$ cat config.mk
export PLATFORM = sky130hd
export DESIGN_NAME = tune_detect
export DESIGN_NICKNAME = d
export VERILOG_FILES = /design/src/rtl/tune_pkg.sv /design/src/rtl/tone_period_meas.sv /design/src/rtl/tune_detect.sv
export SDC_FILE = /design/constraint.sdc
export NUM_CORES = 1
export LEC_CHECK = 0
export ABC_CLOCK_PERIOD_IN_PS = 3700
export BUFFER_PORTS_ARGS = -buffer_cell sky130_fd_sc_hd__clkbuf_2
export CORE_UTILIZATION = 30
export DETAILED_ROUTE_END_ITERATION = 12
export HOLD_SLACK_MARGIN = 0.03
export SYNTH_ARGS = -nofsm -noshare
export SYNTH_HDL_FRONTEND = slang
export SYNTH_SLANG_ARGS = --single-unit
$ cat constraint.sdc
create_clock -name clk -period 3.7 [get_ports clk]
set_input_delay 0.185 -clock clk [delete_from_list [all_inputs] [get_ports clk]]
set_output_delay 0.185 -clock clk [all_outputs]
set_load 0.02 [all_outputs]
$ cat src/rtl/tune_pkg.sv
// Shared types and constants for the tune detector.
// Contents: the note_id encoding, the nominal period of each recognised note in
// 50 MHz clk cycles, the sequence FSM state encoding, the expected-note table
// for each state, and the period-to-note classifier.
package tune_pkg;

    typedef enum logic [2:0] {
        NONE = 3'd0,
        D7   = 3'd1,
        E7   = 3'd2,
        F7   = 3'd3,
        A6   = 3'd4,
        UNK  = 3'd7
    } note_t;

    localparam logic [15:0] PER_D7 = 16'd21285;
    localparam logic [15:0] PER_E7 = 16'd18960;
    localparam logic [15:0] PER_F7 = 16'd17895;
    localparam logic [15:0] PER_A6 = 16'd28409;

    typedef enum logic [2:0] {
        SEQ0 = 3'd0, SEQ1 = 3'd1, SEQ2 = 3'd2, SEQ3 = 3'd3,
        SEQ4 = 3'd4, SEQ5 = 3'd5, SEQ6 = 3'd6, SEQ7 = 3'd7
    } seq_t;

    // Note the FSM is waiting for in each state: D7 E7 F7 E7 F7 D7 A6 D7.
    function automatic note_t expected_note(input seq_t s);
        case (s)
            SEQ0:    return D7;
            SEQ1:    return E7;
            SEQ2:    return F7;
            SEQ3:    return E7;
            SEQ4:    return F7;
            SEQ5:    return D7;
            SEQ6:    return A6;
            SEQ7:    return D7;
            default: return NONE;
        endcase
    endfunction

    // Inclusive window test done in 17 bits so that neither side can wrap.
    function automatic logic in_window(input logic [15:0] p, input logic [15:0] nom,
                                       input logic [15:0] tol);
        return (({1'b0, p} + {1'b0, tol}) >= {1'b0, nom}) &&
               ({1'b0, p} <= ({1'b0, nom} + {1'b0, tol}));
    endfunction

    function automatic note_t classify(input logic [15:0] p, input logic [15:0] tol);
        if (in_window(p, PER_D7, tol)) return D7;
        if (in_window(p, PER_E7, tol)) return E7;
        if (in_window(p, PER_F7, tol)) return F7;
        if (in_window(p, PER_A6, tol)) return A6;
        return UNK;
    endfunction

endpackage

$ cat src/rtl/tone_period_meas.sv
// Period measurement front end for the tune detector.
// Synchronizes the asynchronous tone, finds its rising edges and times the
// distance between them with a saturating 16-bit counter.
// Ports:
//   clk, rst  - system clock, asynchronous active-high reset
//   tone_in   - asynchronous square-wave tone
//   meas_vld  - combinational strobe: an armed edge with a valid period
//   period    - counter value; it is the measured period while meas_vld is high
//   timeout   - combinational strobe: counter steps to 16'hFFFF next edge (tone lost)
module tone_period_meas (
    input  logic        clk,
    input  logic        rst,
    input  logic        tone_in,
    output logic        meas_vld,
    output logic [15:0] period,
    output logic        timeout
);
    import tune_pkg::*;

    logic [1:0]  sync;
    logic        sync_d;
    logic        edge_det;
    logic [15:0] cnt;
    logic        armed;

    always_ff @(posedge clk or posedge rst) begin
        if (rst) begin
            sync   <= 2'b00;
            sync_d <= 1'b0;
        end else begin
            sync   <= {sync[0], tone_in};
            sync_d <= sync[1];
        end
    end

    assign edge_det = sync[1] & ~sync_d;

    // The counter reads 1 in the edge cycle, so at the next edge it holds the
    // full period. Saturation at FFFF means the tone is gone: the block
    // disarms, and the next edge only restarts timing.
    always_ff @(posedge clk or posedge rst) begin
        if (rst) begin
            cnt   <= 16'hFFFF;
            armed <= 1'b0;
        end else if (edge_det) begin
            cnt   <= 16'd1;
            armed <= 1'b1;
        end else if (cnt != 16'hFFFF) begin
            cnt <= cnt + 16'd1;
            if (cnt == 16'hFFFE) armed <= 1'b0;
        end
    end

    assign meas_vld = edge_det & armed & (cnt != 16'hFFFF);
    assign period   = cnt;
    assign timeout  = ~edge_det & (cnt == 16'hFFFE);

endmodule

$ cat src/rtl/tune_detect.sv
// Tune detector: recognises the tune D7 E7 F7 E7 F7 D7 A6 D7 on a square-wave
// tone by measuring its period, classifying the period into a note, requiring
// STABLE_CNT consecutive matching periods before a note counts, and stepping a
// sequence FSM on each newly established note.
// Configuration macro: SILENCE_ABORT_EN - when defined, loss of tone sends the
// sequence FSM back to SEQ0; otherwise silence leaves the FSM where it is.
// Ports:
//   clk, rst    - 50 MHz system clock, asynchronous active-high reset
//   tone_in     - asynchronous square-wave tone
//   note_vld    - one-cycle pulse when a new note is established
//   note_id     - last established note (tune_pkg::note_t encoding)
//   note_period - last measured period in clk cycles
//   silence     - high while no tone is present
//   tune_det    - one-cycle pulse, coincident with note_vld, on the full tune
module tune_detect #(
    parameter int          STABLE_CNT = 4,
    parameter logic [15:0] TOL        = 16'd256
) (
    input  logic        clk,
    input  logic        rst,
    input  logic        tone_in,
    output logic        note_vld,
    output logic [2:0]  note_id,
    output logic [15:0] note_period,
    output logic        silence,
    output logic        tune_det
);
    import tune_pkg::*;

    localparam int SW = $clog2(STABLE_CNT + 1);

    logic          meas_vld;
    logic          timeout;
    logic [15:0]   period;
    note_t         cls;
    note_t         note_q;
    note_t         prev_cls;
    logic [SW-1:0] stab;
    logic [SW-1:0] stab_nxt;
    logic          est;
    seq_t          state_q;
    seq_t          state_d;
    logic          tune_nxt;

    tone_period_meas u_meas (
        .clk      (clk),
        .rst      (rst),
        .tone_in  (tone_in),
        .meas_vld (meas_vld),
        .period   (period),
        .timeout  (timeout)
    );

    assign cls = classify(period, TOL);

    // Run length of identical classes, saturating at STABLE_CNT.
    always_comb begin
        stab_nxt = SW'(1);
        if (cls == prev_cls)
            stab_nxt = (stab >= SW'(STABLE_CNT)) ? stab : stab + 1'b1;
    end

    // A note is established once the run is long enough; comparing against
    // note_id keeps a sustained note from pulsing again.
    assign est = meas_vld && (cls != UNK) && (stab_nxt == SW'(STABLE_CNT)) &&
                 (cls != note_q);

    always_ff @(posedge clk or posedge rst) begin
        if (rst) begin
            note_vld    <= 1'b0;
            note_period <= 16'd0;
            silence     <= 1'b1;
            note_q      <= NONE;
            prev_cls    <= NONE;
            stab        <= '0;
        end else begin
            note_vld <= est;
            if (meas_vld) begin
                note_period <= period;
                silence     <= 1'b0;
                stab        <= stab_nxt;
                prev_cls    <= cls;
                if (est) note_q <= cls;
            end else if (timeout) begin
                silence  <= 1'b1;
                stab     <= '0;
                prev_cls <= NONE;
                note_q   <= NONE;
            end
        end
    end

    assign note_id = note_q;

    always_ff @(posedge clk or posedge rst) begin
        if (rst) begin
            state_q  <= SEQ0;
            tune_det <= 1'b0;
        end else begin
            state_q  <= state_d;
            tune_det <= tune_nxt;
        end
    end

    // Sequence FSM steps on the same strobe that produces note_vld, so
    // tune_det lands in the same cycle as the final note's note_vld.
    always_comb begin
        state_d  = state_q;
        tune_nxt = 1'b0;
        if (est) begin
            if (cls == expected_note(state_q)) begin
                if (state_q == SEQ7) begin
                    tune_nxt = 1'b1;
                    state_d  = SEQ0;
                end else begin
                    state_d = seq_t'(state_q + 3'd1);
                end
            end else begin
                // A wrong note may itself be the start of a new attempt.
                state_d = (cls == D7) ? SEQ1 : SEQ0;
            end
        end
`ifdef SILENCE_ABORT_EN
        else if (timeout) begin
            state_d = SEQ0;
        end
`endif
    end

endmodule

==> out/metrics.yaml, run 1 <==
status: "finished, final reports clean"
routabilityCongestion: 0.905
num_antenna_cells: 0
powerDensity_nw_per_um2: 355
setup-tns-final_ns: 0
vdd_ir_drop_max_uv: 263
critPathArrivalTime_ns: 3.72
antenna_left: 0
final_layout_size_suffix_gt1_share_pct: 25.5
crit_chain: "ha_2 -> nand3_1 -> or4b_1 -> or3_4 -> a221oi_4 -> nand3_4 -> or4_4 -> a41oi_4 -> a31oi_2 -> mux2_4"
final.setup_skew_ns: 0.00582
synthesis.area_um2: 3500
rows: 39
yosysMostFrequentCell: "nand2_1"
viasPerCell: 5.33
synthFlopType: "dfrtp_1"
root_buffer: "clkbuf_16"
power_leakage_nw: 1.67
hold_path.class: "in -> async"
ys_warn_count: 0
rsz0062_at_grt: "no"
cp.required_ns: 3.88
cts-buffers-inserted: 5
synth_seq_cells: 51
grt_max_degree: 52
synthAdderAreaFrac_pct: 6.43
io_pins: 25
cp_num_buf_inv: 0
end_kind: "flip-flop"
clk_pin_slew_worst_paths_ns: 0.07
portBuffers: 24
synth.area.mux_share_pct: 1.86
htreeDepth: 2
layout_min_cycle_time_ns: 3.54
synth_largest_area_cell: "dfrtp_1"
drtIter0Drc: 191
num_vias: 3021
clk_latency_ns: 0.29
hpwl_um: 6570
cp_max_fo: 7
synth_edf_count: 0
grt_pass1_wl_um: 15100
wl_um: 8900
wl_per_cell_um: 15.7
async_flop_share_pct: 100
cts_tree: "built"
first_pass_iters: 4
die_area_um2: 12100
die_w_um: 110
slew_viol_final: 0
worst_pin_slew_ns: 1.06
max_stage_delay_ns: 0.60
finalCritPeriodShare_pct: 95.5
slew_headroom_pct: 28.9
synth.area.top_cells: "dfrtp_1, dfstp_2, ha_1"
yosysTopAreaCellShare_pct: 24.3
final_util_pct: 35.5
synth_fp_nets: 413
num-nets-final: 444
timing.fmax_ghz: 0.283
seq_area_frac_synth_pct: 37.0
remaining_drc_errors: 0
startpoint_type: "flip-flop"
cts.sinks: 51
clk_path_buf_depth: 2
slowest_stage: "dfstp_2"
drv_cap: 0
finalSetupViolations: 0
hold_viol: 0
synth-simple-area-share_pct: 25.2
synth_cells: 392
synth_compound_gate_area_share_pct: 19.9
synth_xor_area_share_pct: 4.00
areaGrowthSynthToFinish_pct: 15.6
post_synth.cell_area_avg_um2: 8.94
synth_common_cells: "nand2_1, dfrtp_1, nor2_1"
grt-ovfl-total: 0
track_usage_pct: 16.1
core_um2: 11400
worstSetupPathType: "reg -> reg"
grt_pass1_vias: 2959
grt_antenna_before_repair: 0
die_h_um: 110
initial_utilization_pct: 30.7
synth_cell_types: 78
critical_path.top_delay_family: "simple AND/OR/NAND/NOR gates"
synth_top_family_by_area: "simple AND/OR/NAND/NOR gates"
## placed cells by master (no fill, tap or decap), types with 3 or more instances in the layout
cell and n:
a2111oi_0 3, a211o_1 4, a211oi_1 5, a21o_1 5, a21oi_1 18, a21oi_2 3, a22oi_1 3, a31o_2 3
a31oi_1 5, and2_1 3, and3_1 4, buf_4 23, clkbuf_16 5, clkbuf_2 24, dfrtp_1 34, dfstp_2 17
ha_1 17, inv_1 17, mux2i_1 5, nand2_1 60, nand3_1 19, nand4_1 7, nand4b_1 3, nor2_1 27
nor3_1 6, nor4_1 5, o21ai_0 15, o31ai_1 4, xnor2_1 9, xor2_1 6
## final timing paths
path	cells past startpoint	to	start	slack [ns]
min in group clk	0	u_meas.sync[1]	u_meas.sync[0]	0.36
max in group asynchronous	2	note_period[9]	rst	2.90
max	10	note_id[0]	u_meas.period[8]	0.16
min reg2reg	0	u_meas.sync[1]	u_meas.sync[0]	0.36
min	2	note_period[14]	rst	0.14
max reg2reg	10	note_id[0]	u_meas.period[8]	0.16
## worst register-to-register path, delay by kind of cell, from the launching register on
kind | cells | cell delay, ns
muxes | 1 | 0.34
AOI/OAI and AO/OA | 3 | 0.65
DFF | 1 | 0.60
adders and majority gates | 1 | 0.21
and+or+nand+nor | 5 | 1.63
## sequential cells by signal, indices dropped and copies added, names as in the netlist, 2 cells and up
name	count
note_period	16
u_meas.period	16
note_id	3
prev_cls	3
stab	3
state_q	3
u_meas.sync	2
## per-layer routing
metal | GRT usage [%] | vias up | routed length (um) | share of wire [%]
li1 | - | 1467 | - | -
met1 | 22.8 | 1470 | 4360 | 49
met2 | 25.5 | 70 | 4050 | 45
met3 | 1.88 | 14 | 325 | 3.7
met4 | 5.24 | 0 | 165 | 1.9
met5 | 0 | - | 0 | 0
## logic make-up after synthesis
family                   Yosys count
buffers and inverters             43
AND/OR/NAND/NOR                  166
flip-flops                        51
AO/OA/AOI/OAI                     92
XOR/XNOR                          16
multiplexers                       6
adder cells (fa/ha/maj)           18
## cell type report
class	count	area (um^2)
clock inverter	2	16.3
tap	143	179
sequential	51	1300
inverter	19	71.3
fill	1179	7370
clock buffer	6	129
multi-input combinational	298	2050
timing repair buffer	48	303
## what timing repair did
item | in CTS | in global routing
gates resized for setup | 2 | 8
setup buffers | 0 | 1
hold endpoints to repair | 1 | 0
hold buffers | 1 | 0
endpoints found under the setup margin | 1 | 9
pin swaps | 1 | 1
## report_power, final
part	switching [mW]	internal, mW
Clock	0.220	0.254
Combinational	0.155	0.100
Sequential	0.0857	0.623
Total	0.461	0.978
## through the flow
stage          instance area [um^2]  cells  hold slack [ns]  total power, mW  setup WS, ns
5_1_grt                        4050    567            0.265             1.52       0.00118
3_5_place_dp                   3840    557            0.303            0.967        0.0261
6_report                       4050    567            0.142             1.44         0.165
2_1_floorplan                  3500    392            0.216            0.876       0.00266
4_1_cts                        4010    566            0.200             1.45        0.0459
3_3_place_gp                   3840    557            0.297            0.961        0.0693
(Power assumes the default switching activity.)
==> run 2, diff against run 1 <==
--- a/config.mk
+++ b/config.mk
@@ -6,10 +6,11 @@
 export NUM_CORES = 1
 export LEC_CHECK = 0
 export ABC_CLOCK_PERIOD_IN_PS = 3700
-export BUFFER_PORTS_ARGS = -buffer_cell sky130_fd_sc_hd__clkbuf_2
 export CORE_UTILIZATION = 30
 export DETAILED_ROUTE_END_ITERATION = 12
+export DONT_BUFFER_PORTS = 1
 export HOLD_SLACK_MARGIN = 0.03
+export SETUP_SLACK_MARGIN = 0.02
 export SYNTH_ARGS = -nofsm -noshare
 export SYNTH_HDL_FRONTEND = slang
 export SYNTH_SLANG_ARGS = --single-unit
==> run 2 against run 1 <==
Compared with the run above: wire length grew 0.71%; worst setup slack better by 0.0040 ns; global-route usage hardly changed; combinational power shrank 11%; core utilization down 0.56 points; flip-flop and latch count is the same; power is 0.21% lower; non-clock buffer count is 17 lower; first-iteration DRC count grew 120%; critical path depth stayed put; critical path type unchanged; largest power group unchanged.
==> out/metrics.yaml, run 2 (synthesis results as in run 1) <==
portBuffers: 0  # was 24
worst_pin_slew_ns: 0.810  # was 1.06 ns
slowest_stage: "dfstp_2"  # unchanged
grt-ovfl-total: 0  # unchanged
wl_per_cell_um: 16.3  # was 15.7 um
worstSetupPathType: "reg -> reg"  # unchanged
vdd_ir_drop_max_uv: 203  # was 263 uV
mostFrequentLayoutCell: "nand2_1"  # unchanged
rsz0062_at_grt: "no"  # unchanged
hold_path.class: "in -> async"  # unchanged
core_um2: 11400  # unchanged
cts.sinks: 51  # unchanged
num_vias: 3029  # was 3021
num_antenna_cells: 0  # unchanged
htreeDepth: 2  # unchanged
routabilityCongestion: 0.957  # was 0.905
crit_chain: "ha_2 -> nand3_1 -> or4b_4 -> or3_4 -> a221oi_4 -> nand3_4 -> or4_4 -> a41oi_4 -> a31oi_2 -> mux2_4"  # was ha_2 -> nand3_1 -> or4b_1 -> or3_4 -> a221oi_4 -> nand3_4 -> or4_4 -> a41oi_4 -> a31oi_2 -> mux2_4
die_w_um: 110  # unchanged
io_pins: 25  # unchanged
placed_cells: 537  # was 557
critPathArrivalTime_ns: 3.71  # was 3.72 ns
clk_latency_ns: 0.29  # about the same
initial_utilization_pct: 30.7  # unchanged
clk_pin_slew_worst_paths_ns: 0.07  # about the same
grt_pass1_vias: 2960  # was 2959
whs_ns: 0.310  # was 0.142 ns
slew_headroom_pct: 46.0  # was 28.9%
finalSetupViolations: 0  # unchanged
mostFrequentLayoutCells: "nand2_1, dfrtp_1, buf_4, nor2_1, a21oi_1"  # was nand2_1, dfrtp_1, nor2_1, clkbuf_2, buf_4
cts-buffers-inserted: 5  # unchanged
final_layout_size_suffix_gt1_share_pct: 22.1  # was 25.5%
root_buffer: "clkbuf_16"  # unchanged
drtIter0Drc: 428  # was 191
grt_max_degree: 36  # was 52
viasPerCell: 5.51  # was 5.33
num-nets-final: 427  # was 444
cts_tree: "built"  # unchanged
max_stage_delay_ns: 0.61  # was 0.60 ns
rows: 39  # unchanged
grt_pass1_wl_um: 15300  # was 15100 um
cp_num_buf_inv: 0  # unchanged
status: "finished, final reports clean"  # unchanged
startpoint_type: "flip-flop"  # unchanged
layout_min_cycle_time_ns: 3.53  # was 3.54 ns
final_cell_count_no_fill: 550  # was 567
grt_antenna_before_repair: 0  # unchanged
first_pass_iters: 5  # was 4
antenna_left: 0  # unchanged
finalCritPeriodShare_pct: 95.4  # was 95.5%
final.setup_skew_ns: 0.00733  # was 0.00582 ns
drv_cap: 0  # unchanged
cp.required_ns: 3.88  # about the same
slew_viol_final: 0  # unchanged
hpwl_um: 6580  # was 6570 um
power_leakage_nw: 1.59  # was 1.67 nW
hold_viol: 0  # unchanged
die_h_um: 110  # unchanged
die_area_um2: 12100  # unchanged
timing.fmax_ghz: 0.283  # about the same
track_usage_pct: 16.1  # about the same
cp_max_fo: 8  # was 7
powerDensity_nw_per_um2: 360  # was 355 nW/um^2
fin_ws_ns: 0.169  # was 0.165 ns
areaGrowthSynthToFinish_pct: 13.7  # was 15.6%
end_kind: "flip-flop"  # unchanged
pre_cts_ws_ns: -0.0283  # was 0.0261 ns
critical_path.top_delay_family: "simple AND/OR/NAND/NOR gates"  # unchanged
wl_um: 8960  # was 8900 um
remaining_drc_errors: 0  # unchanged
clk_path_buf_depth: 2  # unchanged
fillers: 1208  # was 1179
[run 2: cell types whose count changed in the layout (fill, tap and decap cells not counted), sizes merged]
cell	previous run	this run
clkbuf	30	5
buf	23	29
dlygate4sd3	1	2
clkinvlp	1	0
inv	20	21
clkinv	0	1
[run 2: layout make-up]
| type | count | area [um^2] | area share, % |
|---|---|---|---|
| Clock inverter | 3 | 22.5 | 0.565 |
| Tap cell | 143 | 179 | 4.49 |
| Clock buffer | 5 | 125 | 3.14 |
| Timing Repair Buffer | 31 | 238 | 5.97 |
| Multi-Input combinational cell | 298 | 2050 | 51.5 |
| Inverter | 19 | 71.3 | 1.79 |
| Sequential cell | 51 | 1300 | 32.6 |
[run 2: layer usage]
| layer | share of wire (%) | wire [um] | track usage (%) | vias to the layer above |
|---|---|---|---|---|
| li1 | - | - | - | 1435 |
| met1 | 48 | 4260 | 22.7 | 1480 |
| met2 | 46 | 4140 | 25.9 | 104 |
| met3 | 5.0 | 446 | 2.41 | 10 |
| met4 | 1.2 | 112 | 3.62 | 0 |
| met5 | 0 | 0 | 0 | - |
[run 2: repair_timing]
action / 4_1_cts / 5_1_grt
setup buffers: 0 / 3
hold endpoints to repair: 16 / 0
hold buffers: 2 / 0
resized for setup: 2 / 6
pin swaps: 0 / 1
setup endpoints to repair: 6 / 10
[run 2: power by group]
group	switching [mW]	internal [mW]
logic	0.131	0.0943
clock network	0.227	0.255
registers	0.105	0.623
[run 2: through the flow]
| stage | instance area [um^2] | utilization (%) | power, mW | TNS, ns |
|---|---|---|---|---|
| 2_1_floorplan | 3510 | - | 0.876 | 0 |
| 3_3_place_gp | 3760 | 32.9 | 0.955 | 0 |
| 3_5_place_dp | 3760 | 32.9 | 0.957 | -0.0482 |
| 4_1_cts | 3940 | 34.5 | 1.44 | 0 |
| 5_1_grt | 3990 | 34.9 | 1.51 | 0 |
| 6_report | 3990 | 34.9 | 1.44 | 0 |
[run 2: path summary, 6_finish.rpt]
path,startpoint,slack [ns],to,cells past startpoint
min in group clk,u_meas.sync[0],0.36,u_meas.sync[1],0
setup / recovery,u_meas.period[8],0.17,note_id[0],10
hold / removal,rst,0.31,note_period[14],2
setup reg to reg,u_meas.period[8],0.17,note_id[0],10
hold reg to reg,u_meas.sync[0],0.36,u_meas.sync[1],0
max in group asynchronous,rst,2.58,u_meas.period[13],3
==> run 3, diff against run 2 <==
--- a/config.mk
+++ b/config.mk
@@ -6,6 +6,7 @@
 export NUM_CORES = 1
 export LEC_CHECK = 0
 export ABC_CLOCK_PERIOD_IN_PS = 3700
+export CORE_ASPECT_RATIO = 1.2
 export CORE_UTILIZATION = 30
 export DETAILED_ROUTE_END_ITERATION = 12
 export DONT_BUFFER_PORTS = 1
==> run 3 against run 2 <==
Compared with the run above: first-iteration DRC count shrank 55%; worst hold slack lost 0.30 ns; sequential share of layout area shrank 0.082 points; register-to-register slack is essentially flat; die area is essentially flat; cell area grew 0.25%; sequential power shrank 0.8%; wire length shrank 0.59%; combinational power grew 2%; via count shrank 2.1%; critical path depth grew 2; clock skew grew 0.0017 ns; critical path type unchanged; highest routed layer unchanged.
==> out/metrics.yaml, run 3 (synthesis results as in run 1) <==
p_total_mw: 1.48  # was 1.44 mW
grt_antenna_before_repair: 0  # unchanged
num_antenna_cells: 0  # unchanged
timing.fmax_ghz: 0.283  # about the same
critical_path.top_delay_family: "compound AO/OA/AOI/OAI gates"  # was simple AND/OR/NAND/NOR gates
rows: 42  # was 39
hpwl_um: 6720  # was 6580 um
portBuffers: 0  # unchanged
startpoint_type: "flip-flop"  # unchanged
track_usage_pct: 15.4  # was 16.1%
final_layout_size_suffix_gt1_share_pct: 21.6  # was 22.1%
remaining_drc_errors: 0  # unchanged
drtIter0Drc: 193  # was 428
mostFrequentLayoutCell: "nand2_1"  # unchanged
cts.sinks: 51  # unchanged
areaGrowthSynthToFinish_pct: 14.0  # was 13.7%
reg2regPathDepth: 12  # was 10
whs_ns: 0.0104  # was 0.310 ns
clk_latency_ns: 0.29  # about the same
setup-tns-final_ns: 0  # unchanged
hold_viol: 0  # unchanged
hold_path.class: "in -> async"  # unchanged
crit_chain: "inv_1 -> ha_1 -> or2_2 -> a2111oi_2 -> nor4b_2 -> buf_4 -> a211o_2 -> a41oi_1 -> nand3_1 -> a311oi_2 -> a31oi_2 -> mux2_4"  # was ha_2 -> nand3_1 -> or4b_4 -> or3_4 -> a221oi_4 -> nand3_4 -> or4_4 -> a41oi_4 -> a31oi_2 -> mux2_4
regToRegSetupSlack_ns: 0.17  # about the same
end_kind: "flip-flop"  # unchanged
cp_max_fo: 6  # was 8
cp_num_buf_inv: 2  # was 0
layout_min_cycle_time_ns: 3.53  # about the same
powerDensity_nw_per_um2: 370  # was 360 nW/um^2
slew_headroom_pct: 31.8  # was 46.0%
finalCritPeriodShare_pct: 95.4  # about the same
cts-buffers-inserted: 5  # unchanged
worst_pin_slew_ns: 1.02  # was 0.810 ns
root_buffer: "clkbuf_16"  # unchanged
fillers: 1151  # was 1208
core_um2: 11200  # was 11400 um^2
critPathArrivalTime_ns: 3.70  # was 3.71 ns
wl_per_cell_um: 16.0  # was 16.3 um
clk_path_buf_depth: 2  # unchanged
final.setup_skew_ns: 0.00903  # was 0.00733 ns
antenna_left: 0  # unchanged
num-nets-final: 423  # was 427
clk_pin_slew_worst_paths_ns: 0.07  # about the same
wl_um: 8910  # was 8960 um
rr_endpoint: "note_id[0]"  # unchanged
num_vias: 2965  # was 3029
grt_pass1_wl_um: 14700  # was 15300 um
r2r_start: "u_meas.period[9]"  # was u_meas.period[8]
mostFrequentLayoutCells: "nand2_1, dfrtp_1, nor2_1, buf_4"  # was nand2_1, dfrtp_1, buf_4, nor2_1, a21oi_1
viasPerCell: 5.32  # was 5.51
placed_cells: 546  # was 537
io_pins: 25  # unchanged
grt_pass1_vias: 2952  # was 2960
first_pass_iters: 4  # was 5
max_stage_delay_ns: 0.59  # was 0.61 ns
final_area_um2: 4000  # was 3990 um^2
finalSetupViolations: 0  # unchanged
slowest_stage: "dfstp_2"  # unchanged
die_area_um2: 12100  # about the same
pre_cts_ws_ns: 0.0173  # was -0.0283 ns
power_leakage_nw: 1.58  # was 1.59 nW
status: "finished, final reports clean"  # unchanged
die_h_um: 120  # was 110 um
routabilityCongestion: 0.915  # was 0.957
initial_utilization_pct: 31.3  # was 30.7%
vdd_ir_drop_max_uv: 225  # was 203 uV
worstSetupPathType: "reg -> reg"  # unchanged
cp.required_ns: 3.87  # was 3.88 ns
final_util_pct: 35.7  # was 34.9%
fin_ws_ns: 0.171  # was 0.169 ns
slew_viol_final: 0  # unchanged
cts_tree: "built"  # unchanged
place_area_um2: 3760  # about the same
drv_cap: 0  # unchanged
final_cell_count_no_fill: 557  # was 550
grt-ovfl-total: 0  # unchanged
htreeDepth: 2  # unchanged
grt_max_degree: 52  # was 36
die_w_um: 101  # was 110 um
[run 3: where the power goes]
group          internal (mW)  switching (mW)
Clock                  0.320           0.205
Combinational         0.0909           0.140
Sequential             0.623          0.0987
Total                   1.03           0.443
[run 3: layout make-up]
| cell class | count | area (um^2) | share of cell area [%] |
|---|---|---|---|
| clock buffer | 6 | 129 | 3.23 |
| clock inverter | 2 | 37.5 | 0.940 |
| inverter | 19 | 71.3 | 1.79 |
| multi-input combinational | 298 | 2060 | 51.6 |
| sequential | 51 | 1300 | 32.5 |
| tap | 154 | 193 | 4.82 |
| timing repair buffer | 27 | 205 | 5.14 |
[run 3: layer usage]
metal	up-vias	GRT usage (%)	part of all wire (%)
met4	0	6.61	3.4
met1	1442	19.1	43
met3	27	3.24	4.4
li1	1420	-	-
met5	-	0	0
met2	76	25.4	49
[run 3: worst max-delay path by stage]
| stage | start | endpoint | slack [ns] | cells past startpoint |
|---|---|---|---|---|
| finish | u_meas.period[9] | note_id[0] | 0.17 | 12 |
| global route | u_meas.period[9] | note_id[0] | -0.003 | 12 |
| detailed placement | u_meas.period[9] | state_q[1] | 0.02 | 12 |
| global placement | u_meas.period[8] | state_q[1] | 0.12 | 12 |
| floorplan | u_meas.period[8] | note_id[0] | 0.11 | 12 |
| CTS | u_meas.period[9] | note_id[0] | 0.02 | 12 |
[run 3: repair_timing]
action | 4_1_cts | 5_1_grt
endpoints found under the hold margin | 1 | 0
buffers inserted | 0 | 2
hold buffers | 1 | 0
resized for setup | 1 | 9
setup endpoints to repair | 4 | 11
pin swaps | 0 | 4
